**src/rtl/dec_pkg.sv**
```systemverilog
// Shared types and widths for the 2-to-4 decoder with timed hold.
package dec_pkg;

  localparam int unsigned CODE_W   = 2;
  localparam int unsigned ONEHOT_W = 4;

  typedef enum logic [1:0] {
    ST_IDLE,
    ST_HOLD,
    ST_GAP
  } dec_state_t;

endpackage

```
**src/rtl/dec2x4_comb.sv**
```systemverilog
// Gate-level 2-to-4 one-hot decoder; the mirror of the 4x2 gate-level encoder.
//   code_i   : binary code 0..3
//   onehot_o : onehot_o[code_i] = 1, all other bits 0
module dec2x4_comb
  import dec_pkg::*;
(
  input  logic [CODE_W-1:0]   code_i,
  output logic [ONEHOT_W-1:0] onehot_o
);

  logic c0_n;
  logic c1_n;

  not u_not0 (c0_n, code_i[0]);
  not u_not1 (c1_n, code_i[1]);

  and u_and0 (onehot_o[0], c1_n,      c0_n);
  and u_and1 (onehot_o[1], c1_n,      code_i[0]);
  and u_and2 (onehot_o[2], code_i[1], c0_n);
  and u_and3 (onehot_o[3], code_i[1], code_i[0]);

endmodule

```
**src/rtl/dec2x4_hold.sv**
```systemverilog
// Registered 2-to-4 one-hot decoder with valid/ready intake, a timed output
// hold and an optional idle gap before the next code is accepted.
//   clk, rst_n : clock, synchronous active-low reset
//   en         : enables acceptance (only looked at in IDLE)
//   in_valid   : code is valid this cycle
//   code       : 2-bit code to decode
//   in_ready   : decoder can accept a code this cycle
//   out        : one-hot decoded value, 0 when idle
//   out_valid  : out carries a decoded value
//   busy       : symbol in flight (HOLD or GAP)
//   dec_count  : accepted codes, modulo 2^CNT_W
module dec2x4_hold
  import dec_pkg::*;
#(
  parameter int unsigned HOLD_CYCLES = 4,
  parameter int unsigned GAP_CYCLES  = 1,
  parameter int unsigned CNT_W       = 8
) (
  input  logic                clk,
  input  logic                rst_n,
  input  logic                en,
  input  logic                in_valid,
  input  logic [CODE_W-1:0]   code,
  output logic                in_ready,
  output logic [ONEHOT_W-1:0] out,
  output logic                out_valid,
  output logic                busy,
  output logic [CNT_W-1:0]    dec_count
);

  // Down-counters only need to hold N-1; keep at least one bit.
  localparam int unsigned HOLD_W = (HOLD_CYCLES > 1) ? $clog2(HOLD_CYCLES) : 1;
  localparam int unsigned GAP_W  = (GAP_CYCLES > 1) ? $clog2(GAP_CYCLES) : 1;

  dec_state_t          state_q, state_d;
  logic [HOLD_W-1:0]   hold_cnt_q, hold_cnt_d;
  logic [GAP_W-1:0]    gap_cnt_q, gap_cnt_d;
  logic [ONEHOT_W-1:0] out_q, out_d;
  logic                out_valid_q, out_valid_d;
  logic [CNT_W-1:0]    cnt_q, cnt_d;
  logic [ONEHOT_W-1:0] onehot;
  logic                accept;

  dec2x4_comb u_dec (
    .code_i   (code),
    .onehot_o (onehot)
  );

  // Ready is a function of registered state and the level inputs only.
  assign in_ready  = rst_n & en & (state_q == ST_IDLE);
  assign accept    = in_valid & in_ready;
  assign out       = out_q;
  assign out_valid = out_valid_q;
  assign busy      = (state_q != ST_IDLE);
  assign dec_count = cnt_q;

  // Next-state and next-output logic.
  always_comb begin
    state_d     = state_q;
    hold_cnt_d  = hold_cnt_q;
    gap_cnt_d   = gap_cnt_q;
    out_d       = out_q;
    out_valid_d = out_valid_q;
    cnt_d       = cnt_q;
    case (state_q)
      ST_IDLE: begin
        if (accept) begin
          state_d     = ST_HOLD;
          hold_cnt_d  = HOLD_W'(HOLD_CYCLES - 1);
          out_d       = onehot;
          out_valid_d = 1'b1;
          cnt_d       = cnt_q + CNT_W'(1);
        end
      end
      ST_HOLD: begin
        if (hold_cnt_q == '0) begin
          out_d       = '0;
          out_valid_d = 1'b0;
          if (GAP_CYCLES > 0) begin
            state_d   = ST_GAP;
            gap_cnt_d = GAP_W'(GAP_CYCLES - 1);
          end else begin
            state_d   = ST_IDLE;
          end
        end else begin
          hold_cnt_d = hold_cnt_q - HOLD_W'(1);
        end
      end
      ST_GAP: begin
        if (gap_cnt_q == '0) begin
          state_d = ST_IDLE;
        end else begin
          gap_cnt_d = gap_cnt_q - GAP_W'(1);
        end
      end
      default: begin
        state_d     = ST_IDLE;
        out_d       = '0;
        out_valid_d = 1'b0;
      end
    endcase
  end

  // State register; reset aborts any symbol in flight.
  always_ff @(posedge clk) begin
    if (!rst_n) begin
      state_q     <= ST_IDLE;
      hold_cnt_q  <= '0;
      gap_cnt_q   <= '0;
      out_q       <= '0;
      out_valid_q <= 1'b0;
      cnt_q       <= '0;
    end else begin
      state_q     <= state_d;
      hold_cnt_q  <= hold_cnt_d;
      gap_cnt_q   <= gap_cnt_d;
      out_q       <= out_d;
      out_valid_q <= out_valid_d;
      cnt_q       <= cnt_d;
    end
  end

endmodule

```
**config.mk**
```make
export PLATFORM = sky130hd
export DESIGN_NAME = dec2x4_hold
export DESIGN_NICKNAME = d
export VERILOG_FILES = /design/src/rtl/dec_pkg.sv /design/src/rtl/dec2x4_comb.sv /design/src/rtl/dec2x4_hold.sv
export SDC_FILE = /design/constraint.sdc
export NUM_CORES = 1
export LEC_CHECK = 0
export CELL_PAD_IN_SITES_DETAIL_PLACEMENT = 2
export CELL_PAD_IN_SITES_GLOBAL_PLACEMENT = 2
export CORE_AREA = 5 5 58 60
export CTS_CLUSTER_SIZE = 14
export DETAILED_ROUTE_END_ITERATION = 8
export DIE_AREA = 0 0 63 65
export PLACE_DENSITY_LB_ADDON = 0.1
export SETUP_SLACK_MARGIN = 0.02
export SYNTH_ARGS = -nofsm -noshare
export SYNTH_HDL_FRONTEND = slang
export SYNTH_SLANG_ARGS = --single-unit
```
**constraint.sdc**
```tcl
create_clock -name clk -period 3.8 [get_ports clk]
set_input_delay 0.76 -clock clk [delete_from_list [all_inputs] [get_ports clk]]
set_output_delay 0.76 -clock clk [all_outputs]
set_load 0.02 [all_outputs]
```
-- Yosys cells after proc, flatten, opt, wreduce, memory -nomap -nowiden
Cells that the tools add are included.
- output and inout bits: 15
- bits in writable memories: 0
- memories kept: 0
- input port bits: 6
- register bits: 18
- bits in latches: 0
- bits in read-only memories: 0
- shifts and indexed selects: 0
- bitwise logic cells: 10
- reduce and logical (&&, ||, !) cells: 10
- add/sub/neg operators: 3
- multiply operators: 0
- $lt $le $gt $ge: 0
- equality and inequality tests: 6
- muxes and demuxes: 15
- div/mod/pow operators: 0
- operators with widths (kind ; number):
    4-bit one-hot mux with 3 select lines ; 1
    2-bit two-way mux ; 5
    3-bit AND reduction ; 3
    8-bit by 1-bit adder with 8-bit output (second input constant) ; 1
    4-bit two-way mux ; 2
    2-bit inequality test (second input constant) ; 4
    1-bit AND ; 7
    2-bit one-hot mux with 3 select lines ; 1
    2-bit nonzero test ; 3
    2-bit logical NOT ; 2
    2-bit one-hot mux with 2 select lines ; 1
    2-bit AND reduction ; 2
    1-bit two-way mux ; 3
    1-bit NOT ; 3
    1-bit one-hot mux with 3 select lines ; 1
    2-bit by 1-bit == test with 1-bit output (second input constant) ; 1
    2-bit == test (second input constant) ; 1
    1-bit one-hot mux with 2 select lines ; 1
    2-bit by 1-bit subtractor with 2-bit output (second input constant) ; 1
    1-bit subtractor (second input constant) ; 1

-- Longest topological paths before layout
- depth after elaboration: 5
- mapped depth: 5

-- By module
Synthesis repeated with hierarchy kept, for this count alone.
- cell total of the unflattened synthesis: 90
- area, all modules: 777.0 um^2
- modules (own cells, without submodules) (module ; instances ; area each (um^2) ; cells an instance):
    dec2x4_hold ; 1 ; 750.7 ; 86
    dec2x4_comb ; 1 ; 26.3 ; 4

-- Least setup slack after synthesis
Ideal clock, no wire load.
- path type: input -> output
- start: input rst_n
- end: output in_ready
- cell stages on the path: 2
- data required time: 3040 ps
- data arrival time: 1095 ps
- path buffers: 0
- path slack: 1945 ps
- cells stage by stage: nand4bb_1 -> inv_1
- longest elaborated chain between the ends: 2
- ends and longest elaborated chain (item ; line ; RTL):
    start: declaration ; dec2x4_hold.sv:20 ; input logic rst_n,
    1-bit AND (2 in a row) ; dec2x4_hold.sv:50 ; assign in_ready = rst_n & en & (state_q == ST_IDLE);
    end: declaration ; dec2x4_hold.sv:24 ; output logic in_ready,
Every way passes these cells.

-- Final worst setup path
Same ends and word-level chain as after synthesis.

==> results.yml <==
timing:
  slew_headroom_pct: 59.5
  worstMarginPinSlew_ns: 0.607
  hold_viol: 0
  fmax_ghz: 0.328
  min_period_over_period_pct: 80.2
  rsz0062_at_grt: "no"
  finalMaxSlewViolations: 0
  setup_viol: 0
  fin_ws_ns: 0.751
  tns_ns: 0
  fin_skew_ns: 0.00615
  period_needed_ns: 3.05
route:
  drc: 0
  wl_um: 2170
  wl_per_cell_um: 16.0
  via_per_inst: 5.29
  ant_nets: 0
  drt-initial-drc-count: 6
  vias: 720
  first_pass_iters: 4
clock_tree:
  insertion_delay_ns: 0.30
  numCtsBuffers: 3
  cts.sinks: 17
  clockBufferDepth: 2
  cts_resized: 0
  cts_tree: "done"
  cts-htree-levels: 1
  clockRootBuffer: "clkbuf_4"
  cts_setup_buffers: 0
  hold_buffers: 0
  clk_pin_slew_worst_paths_ns: 0.11
setup_path:
  path_max_fanout: 12
  crit_top_cell: "clkdlybuf4s50_1"
  cpMaxStageDelayCell: "clkdlybuf4s50_1"
  crit_buf_inv: 4
  path_class: "in -> out"
  slowest_delay_ns: 0.63
  critPathArrivalTime_ns: 2.29
  path_cells: "clkdlybuf4s50_1 -> nand4bb_1 -> buf_4 -> inv_1 -> clkdlybuf4s50_1"
  critPathLaunchType: "primary input"
  end_kind: "output pin"
  cp.required_ns: 3.04
  critical-path-top-delay-family: "buffers and inverters"
  rrSetupSlack_ns: 2.22
final_layout:
  multi_input_area_um2: 357
  drive_above_1_share_pct: 7.77
  area_delta_synth_final_pct: 37.6
  regArea_um2: 340
  antenna_cells: 0
  fillers: 330
  nets: 112
die:
  start_util_pct: 25.4
  die_y_um: 65
  dieArea_um2: 4100
  die_width_um: 63
  core_area_um2: 2880
  ios: 21
  num_rows: 20
power_and_ir_drop:
  p_leak_nw: 0.363
  ir_drop_mv: 0.193
  p_per_area_nw_per_um2: 327
  power.total_mw: 0.330
global_routing:
  grt_max_degree: 13
  grt_pass1_wl_um: 3780
  antenna_found_initial: 0
  grt_usage_pct: 11.7
  grt_pass1_vias: 823
  overflow: 0
synthesis:
  ys_top_cells_by_area: "dfxtp_1 46%, o31ai_1 5.1%, nand2_1 4.1%"
  yosysSeqAreaShare_pct: 46.5
  synthCells: 79
  synthArstFlopShare_pct: 0
  yosys_register_bits: 17
  synth.most_common_cell: "dfxtp_1"
  netlist.area_leader.share_pct: 46.5
  syn-cell-area_um2: 732
  synth_edf_count: 0
  synth_commonest_cells: "17 x dfxtp_1, 8 x nand2_1, 7 x inv_1"
  ys.flop_type: "dfxtp_1"
  synth_fp_nets: 87
  avgSynthCellArea_um2: 9.27
  synthDistinctLibCells: 28
  yosysWarningCount: 0
  yosys.area.top_type: "dfxtp_1"
placed_design:
  gp_congestion: 0.716
  pre_cts_slack_ns: 0.733
  hpwl_um: 1660
  portBuffers: 20
run_status:
  status: "complete, no violations"
job:
  maxCapViolCount: 0
min_path:
  min_path_type: "reg -> reg"
==> stage by stage <==
step	hold WS [ns]	instance area, um2	std cells	utilization (%)
2_1_floorplan	0.442	732	79	-
3_3_place_gp	0.453	980	132	34.0
3_5_place_dp	0.471	980	132	34.0
4_1_cts	0.494	1010	136	35.0
5_1_grt	0.520	1010	136	35.0
6_report	0.482	1010	136	35.0
==> cell type report <==
class                           instances  area share, %
Clock buffer                            3           2.24
Clock inverter                          1          0.497
Inverter                                7           2.61
Multi-Input combinational cell         53           35.4
Sequential cell                        17           33.8
Tap cell                               33           4.10
Timing Repair Buffer                   22           21.4
==> path summary, 6_finish.rpt <==
kind                              startpoint                         end  depth (start not counted)
setup reg to reg  hold_cnt_q[0]$_SDFFE_PN0P_  hold_cnt_q[1]$_SDFFE_PN0P_                          5
setup / recovery                       rst_n                    in_ready                          5
hold reg to reg    dec_count[7]$_SDFFE_PN0P_   dec_count[7]$_SDFFE_PN0P_                          1
hold / removal     dec_count[7]$_SDFFE_PN0P_   dec_count[7]$_SDFFE_PN0P_                          1
==> cells in the final DEF (no fill, tap or decap), types with 3 or more instances in the layout <==
cell type        Yosys  final
nand2_1              8      8
nand3_1              4      4
inv_1                7      7
clkdlybuf4s50_1      0     20
a21oi_1              4      4
dfxtp_1             17     17
clkbuf_4             0      3
o311ai_0             3      3
o21ai_0              4      4
o31ai_1              5      5
==> state kept, by name, indices dropped and copies added (netlist names) <==
name	count
out	4
out_valid	1
dec_count	8
state_q	2
hold_cnt_q	2
==> power by group <==
part / internal, mW / switching (mW) / total, mW / leakage, nW
clock: 0.0392 / 0.0619 / 0.101 / 0.0177
combinational: 0.0190 / 0.0234 / 0.0423 / 0.208
sequential: 0.183 / 0.00359 / 0.186 / 0.138
total: 0.241 / 0.0889 / 0.330 / 0.363
==> logic make-up after synthesis <==
logic type	share of synthesized area [%]
AOI/OAI and AO/OA	22.7
buffers and inverters	4.79
and+or+nand+nor	21.2
adders and majority gates	3.42
DFF	46.5
muxes	1.37
==> metal layers <==
metal  part of all wire, %  up-vias  GRT usage, %
li1                      -      350             -
met1                    45      353          12.8
met2                    50       15          20.9
met3                   4.1        2          3.81
met4                  0.88        0          3.98
met5                     0        -             0
No activity file was read; power rests on OpenSTA's default activity.
